## src/rtl/dataslot_read_sequencer.sv

```systemverilog
// Dataslot read sequencer: splits one load into chunked read requests towards the
// dataslot read issuer. It tracks each request's completion, handles timeouts and
// aborts, and reports done or error with an error code.
module dataslot_read_sequencer #(
  parameter logic [31:0] CHUNK_BYTES    = 32'h0001_0000,
  parameter logic [23:0] TIMEOUT_CYCLES = 24'd10_000_000
) (
  input  logic        clk_i,
  input  logic        rst_ni,
  input  logic        start_i,
  input  logic        abort_i,
  input  logic [15:0] slot_id_i,
  input  logic [31:0] slot_offset_i,
  input  logic [31:0] bridge_address_i,
  input  logic [31:0] total_length_i,
  output logic        busy_o,
  output logic        done_o,
  output logic        error_o,
  output logic [2:0]  error_code_o,
  output logic        rd_valid_o,
  input  logic        rd_ready_i,
  output logic [15:0] rd_slot_id_o,
  output logic [31:0] rd_offset_o,
  output logic [31:0] rd_address_o,
  output logic [31:0] rd_length_o,
  input  logic        rd_done_i,
  input  logic [1:0]  rd_status_i
);

  localparam logic [2:0] CodeNone    = 3'd0;
  localparam logic [2:0] CodeRange   = 3'd1;
  localparam logic [2:0] CodeStatus  = 3'd2;
  localparam logic [2:0] CodeTimeout = 3'd3;
  localparam logic [2:0] CodeAbort   = 3'd4;

  typedef enum logic [1:0] {StIdle, StIssue, StWait, StFinish} state_e;

  state_e      state_q, state_d;
  logic [15:0] slot_q, slot_d;
  logic [31:0] off_q, off_d;
  logic [31:0] addr_q, addr_d;
  logic [31:0] rem_q, rem_d;
  logic [23:0] cnt_q, cnt_d;
  logic        abort_q, abort_d;
  logic        fin_err_q, fin_err_d;
  logic [2:0]  code_q, code_d;

  logic [31:0] chunk_len;
  logic [32:0] off_sum;
  logic [32:0] addr_sum;
  logic        range_err;
  logic        timeout_hit;

  assign chunk_len = (rem_q < CHUNK_BYTES) ? rem_q : CHUNK_BYTES;
  assign off_sum   = {1'b0, slot_offset_i} + {1'b0, total_length_i};
  assign addr_sum  = {1'b0, bridge_address_i} + {1'b0, total_length_i};
  assign range_err = off_sum[32] | addr_sum[32];

  // cnt_q counts cycles since the handshake (1 in the first WAIT cycle), so the error
  // pulse lands exactly TIMEOUT_CYCLES cycles after the handshake cycle.
  assign timeout_hit = ({1'b0, cnt_q} + 25'd1) >= {1'b0, TIMEOUT_CYCLES};

  // Next-state logic: load capture, request issue, completion tracking and finish.
  always_comb begin
    state_d   = state_q;
    slot_d    = slot_q;
    off_d     = off_q;
    addr_d    = addr_q;
    rem_d     = rem_q;
    cnt_d     = cnt_q;
    abort_d   = abort_q;
    fin_err_d = fin_err_q;
    code_d    = code_q;

    case (state_q)
      StIdle: begin
        // A concurrent abort is deliberately dropped: start wins in IDLE.
        if (start_i) begin
          slot_d    = slot_id_i;
          off_d     = slot_offset_i;
          addr_d    = bridge_address_i;
          rem_d     = total_length_i;
          cnt_d     = '0;
          abort_d   = 1'b0;
          fin_err_d = 1'b0;
          code_d    = CodeNone;
          if (total_length_i == 32'd0) begin
            state_d = StFinish;
          end else if (range_err) begin
            state_d   = StFinish;
            fin_err_d = 1'b1;
            code_d    = CodeRange;
          end else begin
            state_d = StIssue;
          end
        end
      end

      StIssue: begin
        if (abort_i) abort_d = 1'b1;
        if (rd_ready_i) begin
          rem_d   = rem_q - chunk_len;
          off_d   = off_q + chunk_len;
          addr_d  = addr_q + chunk_len;
          cnt_d   = 24'd1;
          state_d = StWait;
        end
      end

      StWait: begin
        if (abort_i) abort_d = 1'b1;
        cnt_d = cnt_q + 24'd1;
        // Completion is checked first so a done coinciding with expiry still counts.
        if (rd_done_i) begin
          if (rd_status_i != 2'd0) begin
            state_d   = StFinish;
            fin_err_d = 1'b1;
            code_d    = CodeStatus;
          end else if (abort_q || abort_i) begin
            state_d   = StFinish;
            fin_err_d = 1'b1;
            code_d    = CodeAbort;
          end else if (rem_q != 32'd0) begin
            state_d = StIssue;
          end else begin
            state_d = StFinish;
          end
        end else if (timeout_hit) begin
          state_d   = StFinish;
          fin_err_d = 1'b1;
          code_d    = CodeTimeout;
        end
      end

      StFinish: begin
        state_d = StIdle;
      end

      default: begin
        state_d = StIdle;
      end
    endcase
  end

  // State and datapath registers with asynchronous active-low reset.
  always_ff @(posedge clk_i or negedge rst_ni) begin
    if (!rst_ni) begin
      state_q   <= StIdle;
      slot_q    <= '0;
      off_q     <= '0;
      addr_q    <= '0;
      rem_q     <= '0;
      cnt_q     <= '0;
      abort_q   <= 1'b0;
      fin_err_q <= 1'b0;
      code_q    <= CodeNone;
    end else begin
      state_q   <= state_d;
      slot_q    <= slot_d;
      off_q     <= off_d;
      addr_q    <= addr_d;
      rem_q     <= rem_d;
      cnt_q     <= cnt_d;
      abort_q   <= abort_d;
      fin_err_q <= fin_err_d;
      code_q    <= code_d;
    end
  end

  // Outputs decode directly from registered state, so they are glitch-free and stable.
  always_comb begin
    busy_o       = (state_q != StIdle);
    done_o       = (state_q == StFinish) && !fin_err_q;
    error_o      = (state_q == StFinish) && fin_err_q;
    error_code_o = code_q;
    rd_valid_o   = (state_q == StIssue);
    rd_slot_id_o = slot_q;
    rd_offset_o  = off_q;
    rd_address_o = addr_q;
    rd_length_o  = chunk_len;
  end

endmodule

```

## config.mk

```make
export PLATFORM = sky130hd
export DESIGN_NAME = dataslot_read_sequencer
export DESIGN_NICKNAME = d
export VERILOG_FILES = /design/src/rtl/dataslot_read_sequencer.sv
export SDC_FILE = /design/constraint.sdc
export NUM_CORES = 1
export LEC_CHECK = 0
export CORE_ASPECT_RATIO = 0.6
export CORE_UTILIZATION = 40
export CTS_CLUSTER_SIZE = 8
export DETAILED_ROUTE_END_ITERATION = 7
export PLACE_DENSITY_LB_ADDON = 0.2
export SYNTH_ARGS = -nofsm -noshare
export SYNTH_HDL_FRONTEND = slang
export SYNTH_SLANG_ARGS = --single-unit
export TNS_END_PERCENT = 100
```

## constraint.sdc

```tcl
create_clock -name clk_i -period 6.2 [get_ports clk_i]
set_input_delay 1.24 -clock clk_i [delete_from_list [all_inputs] [get_ports clk_i]]
set_output_delay 1.24 -clock clk_i [all_outputs]
set_load 0.005 [all_outputs]
```

# == Word-level counts from Yosys, hierarchy flattened ==
# Index checks and enable logic that the tools add are counted.
# op_classes
n_addsub,7
multipliers,0
n_div,0
magnitude_cmp,2
eq_ne,8
n_shift,0
mux,42
n_bitwise,1
reduce_logical,20
# ops
op,count
32-bit 2-to-1 mux,7
32-bit case mux with 2 select lines,3
24-bit case mux with 3 select lines,1
32-bit by 32-bit adder with 33-bit output,2
32-bit adder,2
24-bit 2-to-1 mux,2
32-bit zero test,1
32-bit by 17-bit less-than comparator with 1-bit output (second input constant),1
32-bit nonzero test,1
32-bit subtractor,1
24-bit by 1-bit adder with 25-bit output (second input constant),1
25-bit by 24-bit greater-or-equal comparator with 1-bit output (second input constant),1
24-bit by 1-bit adder with 24-bit output (second input constant),1
2-bit 2-to-1 mux,9
3-bit 2-to-1 mux,5
3-bit AND reduction,4
1-bit 2-to-1 mux,11
2-bit nonzero test,5
2-bit case mux with 4 select lines,1
3-bit case mux with 2 select lines,1
2-bit == test (second input constant),2
2-bit by 1-bit != test with 1-bit output (second input constant),2
4-bit != test (second input constant),1
1-bit case mux with 2 select lines,2
12 further kinds,13
# word_totals
ff_bits,143
latchBits,0
ram_bits,0
romBits,0
inputBits,120
out_inout_bits,119
wordCells,89
n_memories,0

# == Depth between registers and ports, before layout ==
# depth
ltp_word,6
ltp_mapped,19
depth_no_buf,17

# == Least setup slack after synthesis ==
# Ideal clock, no wire load.
# synth_timing
kind,register to register
from,reg rem_q[24]
to,"reg off_q[30], in the netlist rd_offset_o[30]"
setup_time_ps,126
arrival_ps,4259
required_time_ps,6074
slack_ps,1815
stages_incl_launch_ff,20
period_less_slack_ps,4385
cell_sequence,dfrtp_1 -> or4_1 -> nor3_2 -> and3_1 -> buf_6 -> buf_2 -> and2_1 -> ha_1 -> inv_1 -> fa_1 -> nor2b_1 -> o31a_1 -> o21ai_1 -> o311ai_0 -> a41oi_1 -> a21oi_2 -> a41oi_1 -> o31ai_1 -> xnor2_1 -> o22ai_1
# synth_via
elab_chain_cells,5
# synth_rtl
element,line_no,rtl
from (decl),42,"logic [31:0] rem_q, rem_d;"
from (signal assigned),162,rem_q <= rem_d;
32-bit by 17-bit less-than comparator with 1-bit output,54,assign chunk_len = (rem_q < CHUNK_BYTES) ? rem_q : CHUNK_BYTES;
32-bit 2-to-1 mux,54,
named net rd_length_o[0],25,"output logic [31:0] rd_length_o,"
32-bit adder,103,off_d = off_q + chunk_len;
32-bit 2-to-1 mux,101,if (rd_ready_i) begin
32-bit case mux with 2 select lines,75,case (state_q)
to (signal assigned),150,off_q <= '0;
to (signal assigned),160,off_q <= off_d;
to (decl),40,"logic [31:0] off_q, off_d;"
# The timed path passes the listed nets, and every way through them passes these cells. The select of a mux whose other input is x is not followed.
# A chain may end at the register's enable or synchronous reset.

# == Worst setup path in the final report ==
# layout_timing
from,reg rem_q[24]
to,"reg off_q[30], in the netlist rd_offset_o[30]"
# layout_via
elab_chain_cells,5
# layout_rtl
element,line_no
32-bit by 17-bit less-than comparator with 1-bit output,54
32-bit 2-to-1 mux (*),54
32-bit adder (*),103
32-bit 2-to-1 mux (*),101
32-bit case mux with 2 select lines (*),75
# Mark *: on every way between the ends. The rest lies on a longest branch, timed or not. The select of a mux whose other input is x is not followed.

==> summary.md <==
| Metric | Value |
|---|---|
| Tot Pwr | `6650 uW` |
| Layout cells sized above 1 | `0.0522` |
| Crit Path Class | `register to register` |
| Async set or reset register ratio after synthesis | `1.00` |
| Core area | `29100 um^2` |
| Die Y | `136 um` |
| Flops & latches, synth | `143` |
| Area contributors post-synth | `dfrtp_1 (30%), ha_1 (14%), o21ai_0 (6.2%)` |
| Post-Synthesis Cell Area | `12000 um^2` |
| Top cell type's share of synthesized area | `0.298` |
| Yosys warns | `0` |
| Leakage | `0.00652 uW` |
| Hold Vio Cnt, Final | `0` |
| Initial Util | `0.413` |
| Fin crit share | `0.824` |
| Initial antenna violation count | `3` |
| Type of origin of the critical path | `register` |
| Overflow after GRT | `0` |
| Crit Path Max Fanout | `6` |
| Post-CTS resize count | `0` |
| CTS H-Tree Depth | `4` |
| Largest net degree at the start of global routing | `90` |
| DRT iter0 DRCs | `1091` |
| Inserted Clock Buffers | `17` |
| FP Rows | `48` |
| Clock transition at path regs | `70 ps` |
| Ys flop type | `dfrtp_1` |
| RD Place Congestion | `0.947` |
| Sequential area share after synthesis | `0.298` |
| Power per cell area | `437 nW/um^2` |
| Vias/cell | `5.82` |
| Total Wirelength | `41700 um` |
| Multi-input gate area | `8170 um^2` |
| CTS Root Cell | `clkbuf_16` |
| Die area | `30800 um^2` |
| HPWL Detailed | `32200 um` |
| Fin Clk Skew | `8.31 ps` |
| Crit path required time | `6520 ps` |
| Final setup fails | `0` |
| First-pass GRT wire length | `63900 um` |
| Syn avg cell area | `8.45 um^2` |
| Relative slew slack | `0.290` |
| Worst Hold Class | `register to register` |
| Post-CTS Hold Fix Bufs | `0` |
| Vias in the first global route | `10913` |
| RSZ-0062 raised after global routing | `false` |
| # clock sinks | `143` |
| Final min period | `5110 ps` |
| Wire length per cell | `20.4 um` |
| Max-Cap Viols | `0` |
| CTS tree | `yes` |
| Status | `finished, final reports clean` |
| Pre-Repair DR Iteration Count | `5` |
| Buffers on Ports | `223` |
| Post-synth EDFFs | `0` |
| Mapped Cells | `1422` |
| Crit. End Element | `register` |
| CTS Buffer Depth | `2` |
| Routed vias | `11922` |
| CP arrival | `5430 ps` |
| Insertion delay to the later sink of the worst-skew pair | `440 ps` |
| Synth area leader | `dfrtp_1` |
| Register area | `3580 um^2` |
| Total GRT Usage | `0.274` |
| Setup_tns | `0 ps` |
| Fillers | `2765` |
| Drc violations | `0` |
| NumNets Final | `1887` |
| Netlist cell types | `78` |
| Num ports | `239` |
| Post-route ant nets | `0` |
| Die W | `226 um` |
| Post-CTS setup buffers | `0` |
| Synth-to-layout area growth | `26.5%` |
| Slew Limit Fails | `0` |
| Fmax achieved | `196 MHz` |
| Worst VDD drop | `0.000238 V` |
| Worst-margin pin slew | `1060 ps` |
-- kinds of logic (layout without fill, tap and decap cells) --
logic type      after synthesis  after routing  share of synthesized area
flops                       143            143                      0.298
xor+xnor                     57             57                     0.0415
fa+ha+maj                   134            134                      0.141
simple gates                431            431                      0.176
buf+inv                     103            285                     0.0382
mux                          53             53                     0.0460
compound gates              499            499                      0.259
other cells                   2             47                   0.000625
-- worst paths after layout --
path,start,endpoint,slack [ps],depth (start not counted)
min in group asynchronous,rst_ni,rd_slot_id_o[13],840,1
setup / recovery,rem_q[24],rd_offset_o[30],1090,17
max in group asynchronous,rst_ni,rd_offset_o[14],3850,2
setup reg to reg,rem_q[24],rd_offset_o[30],1090,17
hold reg to reg,error_code_o[2],error_code_o[2],480,2
hold / removal,error_code_o[2],error_code_o[2],480,2
-- stage by stage --
step                 util  setup WS (ps)  hold slack, ps  area (um^2)  instances
floorplan               -           1810             464        12200       1464
global placement    0.502           1270             469        14600       2014
detailed placement  0.502           1210             470        14600       2014
CTS                 0.522           1160             485        15200       2046
global route        0.522            784             495        15200       2049
finish              0.522           1090             477        15200       2049
-- Yosys cell counts, types with 7 or more instances --
| cell | n |
|---|---|
| a41oi_1 | 8 |
| nand4_1 | 24 |
| xor2_1 | 11 |
| nor2b_1 | 20 |
| o22ai_1 | 22 |
| nor3_1 | 21 |
| a21oi_1 | 136 |
| or4_1 | 7 |
| and3_1 | 18 |
| buf_2 | 7 |
| nand3_1 | 26 |
| a22o_1 | 10 |
| o21a_1 | 13 |
| xnor2_1 | 46 |
| clkbuf_1 | 49 |
| a31oi_1 | 26 |
| mux2_2 | 18 |
| ha_1 | 132 |
| o21ai_0 | 148 |
| a21o_1 | 46 |
| nand2_1 | 129 |
| dfrtp_1 | 143 |
| nor2_1 | 106 |
| a211oi_1 | 8 |
| o211ai_1 | 8 |
| buf_4 | 15 |
| mux2i_1 | 35 |
| and2_1 | 21 |
| inv_1 | 22 |
| o31ai_1 | 16 |
| nor4_1 | 17 |
| buf_1 | 8 |
| or3_1 | 10 |
| o21bai_1 | 9 |
| nand2b_1 | 9 |
-- sequential cells by signal (all words and copies together) (netlist names) --
signal / cells
abort_q: 1
cnt_q: 24
error_code_o: 3
fin_err_q: 1
rd_address_o: 32
rd_offset_o: 32
rd_slot_id_o: 16
rem_q: 32
state_q: 2
-- layout make-up --
cell class	instances	share of cell area
timing repair buffer	230	0.150
sequential	143	0.235
inverter	23	0.00568
antenna	3	0.000494
clock inverter	15	0.00987
multi-input combinational	1218	0.537
clock buffer	17	0.0280
tap	400	0.0329
-- per-layer routing --
metal / part of all wire / global-route usage / vias to the layer above / wire length, um
met1: 0.50 / 0.417 / 5706 / 20800
met4: 0.013 / 0.0676 / 0 / 561
li1: - / - / 5682 / -
met5: 0 / 0 / - / 0
met3: 0.10 / 0.0895 / 31 / 4230
met2: 0.39 / 0.362 / 503 / 16200
-- worst max-delay path, cell delays in order (launching register included) --
cell	delay, ps
dfrtp_1	410
or4_1	600
nor3_2	200
and3_1	320
and2_1	230
ha_1	210
inv_1	60
fa_1	380
nor2b_1	220
o31a_1	220
o21ai_1	170
o311ai_0	610
a41oi_1	300
a21oi_2	290
a41oi_1	180
o31ai_1	320
xnor2_1	160
o22ai_1	90
-- placed cells by master (no fill, tap or decap), types with 26 or more instances in the layout --
cell type	synthesis	layout
conb_1	2	44
nand2_1	129	129
clkdlybuf4s50_1	0	222
a21oi_1	136	135
xnor2_1	46	46
mux2i_1	35	35
ha_1	132	131
a21o_1	46	45
nor2_1	106	106
nand3_1	26	26
a31oi_1	26	26
dfrtp_1	143	143
o21ai_0	148	148
-- power by group --
part	switching (uW)	internal (uW)
sequential	423	1350
clock	475	564
combinational	2110	1720
Power figures use the tool's default switching activity.
